--- src/rtl/and_or_sequencer_if.sv ---
`timescale 1ns/1ps
// Request/response channels between a control master and the AND/OR sequencer.
interface and_or_sequencer_if #(
  parameter int WIDTH = 4
);
  logic             reqValid;
  logic             reqReady;
  logic [WIDTH-1:0] reqA;
  logic [WIDTH-1:0] reqB;
  logic             reqOp;
  logic             rspValid;
  logic             rspReady;
  logic [WIDTH-1:0] rspData;
  logic             rspErr;

  modport master (
    output reqValid, reqA, reqB, reqOp, rspReady,
    input  reqReady, rspValid, rspData, rspErr
  );

  modport slave (
    input  reqValid, reqA, reqB, reqOp, rspReady,
    output reqReady, rspValid, rspData, rspErr
  );
endinterface

--- src/rtl/and_or_sequencer.sv ---
`timescale 1ns/1ps
// Drives one AND/OR unit per request, holds the operands for a settle
// window, then checks the unit's answer and returns it with an error flag.
module and_or_sequencer #(
  parameter int WIDTH         = 4,
  parameter int SETTLE_CYCLES = 1,
  parameter int CNT_WIDTH     = 8
) (
  input  logic                 clk,
  input  logic                 rstN,
  and_or_sequencer_if.slave    bus,
  output logic [WIDTH-1:0]     aIn,
  output logic [WIDTH-1:0]     bIn,
  output logic                 doAnd,
  output logic                 doOr,
  input  logic                 isAnd,
  input  logic [WIDTH-1:0]     out,
  output logic [CNT_WIDTH-1:0] opCount
);
  localparam int SW = (SETTLE_CYCLES > 1) ? $clog2(SETTLE_CYCLES) : 1;
  localparam logic [SW-1:0] SETTLE_LOAD = SW'(SETTLE_CYCLES - 1);

  typedef enum logic [1:0] {IDLE, ISSUE, RESP} state_e;

  state_e               state_q;
  logic [SW-1:0]        cnt_q;
  logic [WIDTH-1:0]     a_q;
  logic [WIDTH-1:0]     b_q;
  logic                 op_q;
  logic [WIDTH-1:0]     aIn_q;
  logic [WIDTH-1:0]     bIn_q;
  logic                 doAnd_q;
  logic                 doOr_q;
  logic                 rspValid_q;
  logic [WIDTH-1:0]     rspData_q;
  logic                 rspErr_q;
  logic [CNT_WIDTH-1:0] opCount_q;
  logic [WIDTH-1:0]     exp_d;
  logic                 err_d;

  assign exp_d = op_q ? (a_q & b_q) : (a_q | b_q);
  // Case inequality so an X/Z from the unit is flagged as an error.
  assign err_d = (isAnd !== op_q) || (out !== exp_d);

  always_ff @(posedge clk or negedge rstN) begin
    if (!rstN) begin
      state_q    <= IDLE;
      cnt_q      <= '0;
      a_q        <= '0;
      b_q        <= '0;
      op_q       <= 1'b0;
      aIn_q      <= '0;
      bIn_q      <= '0;
      doAnd_q    <= 1'b0;
      doOr_q     <= 1'b0;
      rspValid_q <= 1'b0;
      rspData_q  <= '0;
      rspErr_q   <= 1'b0;
      opCount_q  <= '0;
    end else begin
      unique case (state_q)
        IDLE: begin
          if (bus.reqValid) begin
            a_q     <= bus.reqA;
            b_q     <= bus.reqB;
            op_q    <= bus.reqOp;
            aIn_q   <= bus.reqA;
            bIn_q   <= bus.reqB;
            doAnd_q <= bus.reqOp;
            doOr_q  <= !bus.reqOp;
            cnt_q   <= SETTLE_LOAD;
            state_q <= ISSUE;
          end
        end
        ISSUE: begin
          if (cnt_q == '0) begin
            rspData_q  <= out;
            rspErr_q   <= err_d;
            rspValid_q <= 1'b1;
            aIn_q      <= '0;
            bIn_q      <= '0;
            doAnd_q    <= 1'b0;
            doOr_q     <= 1'b0;
            state_q    <= RESP;
          end else begin
            cnt_q <= cnt_q - SW'(1);
          end
        end
        RESP: begin
          if (bus.rspReady) begin
            rspValid_q <= 1'b0;
            opCount_q  <= opCount_q + CNT_WIDTH'(1);
            state_q    <= IDLE;
          end
        end
        default: state_q <= IDLE;
      endcase
    end
  end

  assign bus.reqReady = (state_q == IDLE);
  assign bus.rspValid = rspValid_q;
  assign bus.rspData  = rspData_q;
  assign bus.rspErr   = rspErr_q;
  assign aIn          = aIn_q;
  assign bIn          = bIn_q;
  assign doAnd        = doAnd_q;
  assign doOr         = doOr_q;
  assign opCount      = opCount_q;
endmodule

--- src/flat_wrapper.sv ---
// flat-port wrapper written by rule: the top's interface ports become plain ports
module and_or_sequencer_flat 
#(
  parameter int WIDTH         = 4,
  parameter int SETTLE_CYCLES = 1,
  parameter int CNT_WIDTH     = 8
)
  (clk, rstN, aIn, bIn, doAnd, doOr, isAnd, out, opCount, bus_reqValid, bus_reqA, bus_reqB, bus_reqOp, bus_rspReady, bus_reqReady, bus_rspValid, bus_rspData, bus_rspErr);
  and_or_sequencer_if #(.WIDTH(WIDTH)) bus_i ();
  input  logic clk;
  input  logic rstN;
  output logic [WIDTH-1:0] aIn;
  output logic [WIDTH-1:0] bIn;
  output logic doAnd;
  output logic doOr;
  input  logic isAnd;
  input  logic [WIDTH-1:0] out;
  output logic [CNT_WIDTH-1:0] opCount;
  input wire logic [$bits(bus_i.reqValid)-1:0] bus_reqValid;
  input wire logic [$bits(bus_i.reqA)-1:0] bus_reqA;
  input wire logic [$bits(bus_i.reqB)-1:0] bus_reqB;
  input wire logic [$bits(bus_i.reqOp)-1:0] bus_reqOp;
  input wire logic [$bits(bus_i.rspReady)-1:0] bus_rspReady;
  output wire logic [$bits(bus_i.reqReady)-1:0] bus_reqReady;
  output wire logic [$bits(bus_i.rspValid)-1:0] bus_rspValid;
  output wire logic [$bits(bus_i.rspData)-1:0] bus_rspData;
  output wire logic [$bits(bus_i.rspErr)-1:0] bus_rspErr;
  assign bus_i.reqValid = bus_reqValid;
  assign bus_i.reqA = bus_reqA;
  assign bus_i.reqB = bus_reqB;
  assign bus_i.reqOp = bus_reqOp;
  assign bus_i.rspReady = bus_rspReady;
  assign bus_reqReady = bus_i.reqReady;
  assign bus_rspValid = bus_i.rspValid;
  assign bus_rspData = bus_i.rspData;
  assign bus_rspErr = bus_i.rspErr;
  and_or_sequencer #(.WIDTH(WIDTH), .SETTLE_CYCLES(SETTLE_CYCLES), .CNT_WIDTH(CNT_WIDTH)) u_core (.clk(clk), .rstN(rstN), .bus(bus_i), .aIn(aIn), .bIn(bIn), .doAnd(doAnd), .doOr(doOr), .isAnd(isAnd), .out(out), .opCount(opCount));
endmodule
--- config.mk ---
export PLATFORM = sky130hd
export DESIGN_NAME = and_or_sequencer_flat
export DESIGN_NICKNAME = d
export VERILOG_FILES = /design/src/rtl/and_or_sequencer_if.sv /design/src/rtl/and_or_sequencer.sv /design/src/flat_wrapper.sv
export SDC_FILE = /design/constraint.sdc
export NUM_CORES = 1
export LEC_CHECK = 0
export ABC_AREA = 1
export CAP_MARGIN = 20
export CORE_UTILIZATION = 39
export CTS_BUF_LIST = sky130_fd_sc_hd__clkbuf_4 sky130_fd_sc_hd__clkbuf_8 sky130_fd_sc_hd__clkbuf_16
export CTS_CLUSTER_DIAMETER = 200
export DETAILED_ROUTE_END_ITERATION = 8
export PLACE_DENSITY = 0.7
export SYNTH_ARGS = -nofsm -noshare
export SYNTH_HDL_FRONTEND = slang
export SYNTH_SLANG_ARGS = --single-unit
--- constraint.sdc ---
create_clock -name clk -period 1.4 [get_ports clk]
set_clock_uncertainty 0.2 [all_clocks]
set_input_delay 0.21 -clock clk [delete_from_list [all_inputs] [get_ports clk]]
set_output_delay 0.21 -clock clk [all_outputs]
set_load 0.1 [all_outputs]
Word-level counts from Yosys, hierarchy flattened
Cells that the tools add are included.
W data, S select, Z words.
{"block": "totals", "reg_bits": 36, "latchBits": 0, "ram_bits": 0, "romBits": 0, "input_bits": 18, "output_inout_bits": 25, "word_cells": 58, "n_memories": 0}
{"block": "classes", "addsub": 2, "mul": 0, "div": 0, "order_cmp": 0, "eq_ne": 7, "n_shift": 0, "mux": 21, "bitwise_logic": 3, "reduce_logical": 12}
{"cell": "$mux W4", "n": 4}
{"cell": "$pmux W4 S2", "n": 2}
{"cell": "$reduce_and A3 Y1", "n": 3}
{"cell": "$add A8 B1 Y8 const B", "n": 1}
{"cell": "$pmux W1 S2", "n": 4}
{"cell": "$reduce_and A2 Y1", "n": 4}
{"cell": "$mux W1", "n": 7}
{"cell": "$mux W2", "n": 3}
{"cell": "$ne A2 B2 Y1 const B", "n": 3}
{"cell": "$pmux W2 S3", "n": 1}
{"cell": "$and A4 B4 Y4", "n": 1}
{"cell": "$nex A4 B4 Y1", "n": 1}
{"cell": "$or A4 B4 Y4", "n": 1}
{"cell": "$reduce_bool A2 Y1", "n": 2}
{"cell": "$eq A2 B1 Y1 const B", "n": 1}
{"cell": "$eq A2 B2 Y1 const B", "n": 1}
{"cell": "$logic_not A2 Y1", "n": 1}
{"cell": "$logic_not A1 Y1", "n": 1}
{"cell": "$logic_or A1 B1 Y1", "n": 1}
{"cell": "$nex A1 B1 Y1", "n": 1}
{"cell": "$not A1 Y1", "n": 1}
{"cell": "$sub A1 B1 Y1 const B", "n": 1}

Depth between registers and ports, before layout
Gate-level depths: netlist of run 1.
{"block": "depth", "ltp_word": 4, "ltp_mapped": 9, "ltp_nobuf": 9}

Worst setup path after synthesis of run 1
OpenSTA, ideal clock, no wires.
{"block": "synth_timing", "kind": "flip-flop to flip-flop", "start": "register u_core.state_q[1]", "end": "register u_core.aIn_q[0], in the netlist u_core.aIn[0]", "setup_time_ns": 0.123, "arrival_ns": 1.799, "required_ns": 1.077, "path_slack_ns": -0.722, "path_stages_with_launch": 6, "path_buffers": 1, "period_less_slack_ns": 2.122, "path_cell_list": "dfrtp_1 -> nor2_2 -> nand2_4 -> buf_2 -> nand3_1 -> nand2_1"}
{"block": "synth_via", "elab_chain_len": 3, "elab_cells_between_ends": 7, "cone_classes": "eq/ne (3); mux (1); reduce/logical (3)"}
{"item": "start: declaration", "line": "and_or_sequencer.sv:25", "source": "state_e state_q;"}
{"item": "start signal: assignment", "line": "and_or_sequencer.sv:47", "source": "state_q <= IDLE;"}
{"item": "start signal: assignment", "line": "and_or_sequencer.sv:72", "source": "state_q <= ISSUE;"}
{"item": "start signal: assignment", "line": "and_or_sequencer.sv:84", "source": "state_q <= RESP;"}
{"item": "$logic_not A2 Y1 (*)"}
{"item": "named net bus_reqReady", "line": "flat_wrapper.sv:24", "source": "output wire logic [$bits(bus_i.reqReady)-1:0] bus_reqReady;"}
{"item": "$ne A2 B2 Y1 (no line) / $reduce_bool A2 Y1 (equally long branches)"}
{"item": "$reduce_and A3 Y1 (no line)"}
{"item": "end signal: assignment", "line": "and_or_sequencer.sv:67", "source": "aIn_q <= bus.reqA;"}
{"item": "end: declaration", "line": "and_or_sequencer.sv:30", "source": "logic [WIDTH-1:0] aIn_q;"}
Mark *: on every way through the listed nets, which the timed path passes. The rest lies on a longest branch.
A chain may end at the register's enable or synchronous reset.

Worst setup path after layout of run 1
{"block": "layout_timing", "start": "register u_core.state_q[0]", "end": "output bus_reqReady"}
{"block": "layout_via", "elab_chain_len": 1}
{"item": "$logic_not A2 Y1", "line": "and_or_sequencer.sv:101", "source": "assign bus.reqReady = (state_q == IDLE);"}
{"item": "end: declaration", "line": "flat_wrapper.sv:24"}
No other way between the ends.

==> results by group, run 1 <==
GRT
  – Largest net degree at the start of global routing: 36
  – Number of antenna violations at the first check in global routing: 0
  – Global Route Usage Sum: 18.65%
  – Vias in the first global route: 1310
  – Gr ovfl total: 0
  – First-pass GRT wire length: 5.809 mm

Detailed routing
  – Vias per Instance: 4.690
  – Final ANT Viol Nets: 0
  – Via count: 1318
  – WL final: 3.425 mm
  – DR DRC count: 0
  – DR iter-0 viols: 41
  – Drt wl/cell: 12.19 microns
  – Drt first pass iters: 4

Outcome
  – Status: finished, violations left
  – Violated checks: negative setup slack

Worst setup path
  – Worst-path maximum fanout: 2
  – Reg2reg start: u_core.state_q[0]
  – Element type at the critical path end: primary output
  – Critical Path Source: u_core.state_q[0]
  – CP cell instances: nor2_4 -> buf_6 -> buf_12
  – WP data required: 0.99 ns
  – CP max stage cell: dfrtp_1
  – Slowest Stage Delay on Critical Path: 0.41 ns
  – Setup crit start kind: flop
  – CP arrival: 1.09 ns
  – Crit Path Category: flop to primary output

Floorplan
  – Die width: 64.62 microns
  – Die H: 64.62 microns
  – Core Region: 0.003716 sq mm
  – Die area: 0.004175 sq mm
  – IO Pins: 43
  – # rows: 22
  – Initial Util: 41.14%

Clock network
  – TritonCTS clock tree: yes
  – Worst skew pair latency: 0.29 ns
  – Total CTS buffers: 5
  – CTS clk-pin slew, worst paths: 0.06 ns
  – Clk Tree Root Cell: clkbuf_8
  – TritonCTS sink count: 35
  – # hold bufs at CTS: 0
  – H-tree depth: 2
  – Deepest clock path buffer count: 2

Layout
  – Share of cells above drive strength 1: 34.33%
  – Fillers: 282
  – Layout area overhead: 70.13%
  – Storage element area: 894.6 sq um
  – Multi-input combinational cell area: 629.4 sq um
  – N_diodes: 0
  – Final Cell Area: 0.002601 sq mm
  – Commonest non-fill, non-tap cell in the layout: nand2_1
  – Final Util: 70.00%
  – Nets@finish: 251
  – Commonest non-fill, non-tap cells in the layout: 55 x nand2_1, 26 x buf_12, 26 x dfrtp_1, 17 x clkdlybuf4s50_1, 16 x inv_1

STA
  – Slew headroom: 85.29%
  – Final Hold Vio Count: 0
  – Final setup vio count: 3
  – Pins Over Slew Limit: 0
  – Post-route setup slack: -0.1036 ns
  – Final period util: 107.4%
  – RSZ-0062 raised after global routing: true
  – Max Freq: 0.6651 GHz
  – Slew @ Worst Pin: 0.2206 ns
  – Min cycle time layout: 1.504 ns

Yosys
  – Post-Syn Area: 0.001529 sq mm
  – Cell variety after synth: 22
  – Syn_nets: 189
  – Synthesized flop and latch total: 35
  – Top cell type's share of synthesized area: 57.28%
  – Mapped Cells: 170
  – Yosys top cell by area: dfrtp_1
  – Largest cells by area after synthesis: dfrtp_1 57%, nand2_1 14%, nand3_1 5.6%
  – Synth Warn #: 0
  – Seq/Total Area, Yosys: 57.28%
  – Synthesized area per cell: 8.994 sq um

Placed design
  – RD Place Congestion: 0.7831
  – PortBufs: 42
  – Post-Place Cell Area: 0.002411 sq mm
  – DP Wirelength: 2.482 mm

Job
  – Max Cap Violations: 0

Hold path
  – HP Class: primary input to async pin
## cell type report
class | instances | share of cell area [%]
flip-flops and latches | 35 | 34.39
repair buffers | 59 | 32.18
multi-input cells | 112 | 24.19
clock buffers | 8 | 3.992
inverters | 19 | 2.934
well taps | 48 | 2.309
## what timing repair did
action                     4_1_cts  5_1_grt
setup buffers                    4        2
setup endpoints to repair        6       18
pin swaps                        4        1
resized for setup                5        9
gates cloned                     0        0
## sequential cells by signal, indices dropped and copies added (netlist names)
signal               flops
u_core.aIn               4
u_core.a_q               4
u_core.bIn               4
u_core.b_q               4
u_core.bus.rspData       4
u_core.bus.rspErr        1
u_core.bus.rspValid      1
u_core.doAnd             1
u_core.doOr              1
u_core.opCount           8
u_core.op_q              1
u_core.state_q           2
## path summary, 6_finish.rpt
path	end	slack (ns)	cells past startpoint
worst max-delay path	bus_reqReady	-0.10	3
max in group asynchronous	u_core.state_q[1]	0.71	2
worst min-delay path	u_core.opCount[1]	0.1	2
min in group clk	u_core.bIn[0]	0.27	3
worst max register to register	u_core.opCount[7]	-0.05	8
worst min register to register	u_core.opCount[6]	0.33	1
## cells in the mapped netlist
| library cell | number |
|---|---|
| nand2_4 | 1 |
| o21ai_0 | 9 |
| a21oi_1 | 1 |
| nand2_1 | 55 |
| dfrtp_1 | 35 |
| xnor2_1 | 3 |
| nor2_4 | 1 |
| inv_2 | 2 |
| or2_2 | 1 |
| nand3_2 | 1 |
| nor2_1 | 5 |
| nand3_4 | 1 |
| o21ai_1 | 8 |
| buf_6 | 1 |
| o211ai_1 | 1 |
| ha_1 | 1 |
| nand3_1 | 17 |
| xor2_1 | 3 |
| nand3b_1 | 1 |
| nor2_2 | 3 |
| buf_2 | 3 |
| inv_1 | 17 |
## worst max-delay path, delay by kind of cell (launching register included)
family                 cells  cell delay (ns)
flip-flops                 1             0.41
AND/OR/NAND/NOR            1             0.13
buffers and inverters      2             0.27
## logic make-up after synthesis
family	count (synthesis)	share of synthesized area, %
adder cells (fa/ha/maj)	1	0.8182
XOR/XNOR	6	3.438
buffers and inverters	23	6.383
flip-flops	35	57.28
AO/OA/AOI/OAI	19	6.383
AND/OR/NAND/NOR	86	25.70
## through the flow
step	TNS [ns]	hold WS, ns	worst slack (ns)	cells
CTS	-0.1663	0.1003	-0.1147	280
global placement	-1.817	0.2969	-0.2712	268
global route	-0.4874	0.1086	-0.1457	281
finish	-0.1621	0.09518	-0.1036	281
floorplan	-6.748	-0.2856	-0.3591	170
detailed placement	-2.265	0.3284	-0.3224	268
## metal layers
| metal | part of all wire [%] | vias up | global-route usage [%] |
|---|---|---|---|
| met1 | 44 | 610 | 22.74 |
| met3 | 5.6 | 5 | 5.458 |
| met5 | 0 | - | 0 |
| met4 | 1.3 | 0 | 6.667 |
| met2 | 49 | 42 | 31.18 |
| li1 | - | 661 | - |
Power of run 1 is left out: the tool's default activity adds up to more than one toggle a clock period on the data nets, which glitch-free logic cannot reach.
==> run 2: changes to the inputs <==
CAP_MARGIN = not set   (was 20)
MAX_ROUTING_LAYER = met4   (was not set)
==> run 2 against run 1 <==
Net effect: the run still ends with negative setup slack left; sequential share of layout area is essentially flat; highest routed layer unchanged; critical path type unchanged; cell count is the same; final area is essentially flat; register-to-register slack is essentially flat; largest cell class unchanged.
==> results by group, run 2 (synthesis results as in run 1) <==
Clock network
  – Clk Tree Root Cell: clkbuf_8
  – Deepest clock path buffer count: 2 (unchanged)
  – TritonCTS sink count: 35 (unchanged)
  – H-tree depth: 2 (unchanged)
  – CTS clk-pin slew, worst paths: 0.06 ns (about the same)
  – # hold bufs at CTS: 0 (unchanged)
  – TritonCTS clock tree: yes
  – Worst skew pair latency: 0.29 ns (about the same)
  – Total CTS buffers: 5 (unchanged)

Detailed routing
  – DR iter-0 viols: 42 (+2.4%)
  – DR DRC count: 0 (unchanged)
  – Drt first pass iters: 4 (unchanged)
  – Final ANT Viol Nets: 0 (unchanged)
  – Drt wl/cell: 12.20 microns (about the same)
  – Vias per Instance: 4.676 (-0.30%)
  – Via count: 1314 (-0.30%)
  – WL final: 3.427 mm (about the same)

STA
  – Post-route setup slack: -0.1026 ns (+0.0009950 ns)
  – Pins Over Slew Limit: 0 (unchanged)
  – Slew @ Worst Pin: 0.2206 ns (-0.00001454 ns)
  – RSZ-0062 raised after global routing: true
  – Final Hold Vio Count: 0 (unchanged)
  – Final setup vio count: 3 (unchanged)
  – Slew headroom: 85.29% (about the same)
  – Min cycle time layout: 1.503 ns (-0.0009950 ns)
  – Max Freq: 0.6655 GHz (about the same)
  – Final period util: 107.3% (about the same)

Placed design
  – PortBufs: 42 (unchanged)
  – RD Place Congestion: 0.7940 (+1.4%)
  – DP Wirelength: 2.482 mm (unchanged)

GRT
  – GRT met2 Usage: 31.18% (unchanged)
  – Vias in the first global route: 1308 (-0.15%)
  – Met3 Use GR: 4.930% (-0.53 points)
  – First-pass GRT wire length: 5.809 mm (unchanged)
  – Gr ovfl total: 0 (unchanged)
  – Met1 usage: 22.74% (unchanged)
  – Most used routing layer: met2
  – Number of antenna violations at the first check in global routing: 0 (unchanged)
  – Global Route Usage Sum: 19.05% (+0.41 points)
  – Largest net degree at the start of global routing: 36 (unchanged)

Layout
  – Share of cells above drive strength 1: 33.91% (-0.43 points)
  – N_diodes: 0 (unchanged)
  – Final Util: 69.97% (about the same)
  – Max FFs per register: 8 (unchanged)
  – Commonest non-fill, non-tap cells in the layout: 55 x nand2_1, 27 x dfrtp_1, 26 x buf_12, 17 x clkdlybuf4s50_1, 16 x inv_1
  – Nets@finish: 251 (unchanged)
  – Commonest non-fill, non-tap cell in the layout: nand2_1
  – Layout area overhead: 70.05% (about the same)
  – Fillers: 280 (-0.71%)

Worst setup path
  – Critical Path Source: u_core.state_q[0]
  – CP cell instances: nor2_4 -> buf_6 -> buf_12
  – Element type at the critical path end: primary output
  – WP data required: 0.99 ns (about the same)
  – Worst-path maximum fanout: 2 (unchanged)
  – CP arrival: 1.09 ns (about the same)
  – Internal reg-to-reg setup slack: -0.05 ns (about the same)
  – Reg-to-Reg End: u_core.opCount[7]
  – CP max stage cell: dfrtp_1
  – Setup crit start kind: flop
  – Slowest Stage Delay on Critical Path: 0.41 ns (about the same)
  – R2R depth: 8 (unchanged)
  – Crit Path Category: flop to primary output
  – Reg2reg start: u_core.state_q[0]

Floorplan
  – Die H: 64.62 microns (unchanged)
  – IO Pins: 43 (unchanged)
  – # rows: 22 (unchanged)
  – Initial Util: 41.14% (unchanged)
  – Die width: 64.62 microns (unchanged)
  – Core Region: 0.003716 sq mm (unchanged)
  – Die area: 0.004175 sq mm (unchanged)

Job
  – Max Cap Violations: 0 (unchanged)

Outcome
  – Status: finished, violations left
  – Violated checks: negative setup slack

Hold path
  – HP Class: primary input to async pin
[run 2: cell type report]
class	instances	area [sq um]	area share, %
Timing Repair Buffer	59	837.1	32.19
Sequential cell	35	893.4	34.36
Tap cell	48	60.06	2.310
Inverter	19	76.32	2.936
Multi-Input combinational cell	112	629.4	24.21
Clock buffer	8	103.9	3.994
[run 2: worst max-delay path by stage]
| stage | endpoint | slack, ns | cells past startpoint |
|---|---|---|---|
| finish | bus_reqReady | -0.10 | 3 |
| CTS | bus_reqReady | -0.11 | 3 |
| global placement | u_core.opCount[7] | -0.27 | 8 |
| floorplan | u_core.b_q[1] | -0.36 | 6 |
| global route | u_core.opCount[7] | -0.15 | 8 |
| detailed placement | u_core.opCount[7] | -0.32 | 8 |
[run 2: repair_timing]
action / in CTS / in global routing
resized for setup: 5 / 8
setup endpoints to repair: 6 / 16
endpoints found under the hold margin: 0 / 0
pin swaps: 4 / 1
setup buffers: 4 / 2
[run 2: worst max-delay path: cells and delay by family, from the launching register on]
family / cells / cell delay [ns]
flip-flops: 1 / 0.41
buffers and inverters: 2 / 0.27
AND/OR/NAND/NOR: 1 / 0.13
[run 2: metal layers]
| metal | up-vias | wire [microns] |
|---|---|---|
| met4 | 0 | 45 |
| met1 | 606 | 1526 |
| met5 | - | 0 |
| met3 | 4 | 188 |
| li1 | 662 | - |
| met2 | 42 | 1667 |
[run 2: through the flow]
stage / cells / TNS [ns] / cell area, sq um / hold WS [ns] / worst slack [ns]
global placement: 268 / -1.817 / 2411 / 0.2969 / -0.2712
global route: 281 / -0.4828 / 2600 / 0.1113 / -0.1514
finish: 281 / -0.1644 / 2600 / 0.09569 / -0.1026
floorplan: 170 / -6.748 / 1610 / -0.2856 / -0.3591
detailed placement: 268 / -2.265 / 2411 / 0.3284 / -0.3224
CTS: 280 / -0.1663 / 2562 / 0.1003 / -0.1147
Power of run 2 is left out for the same reason.
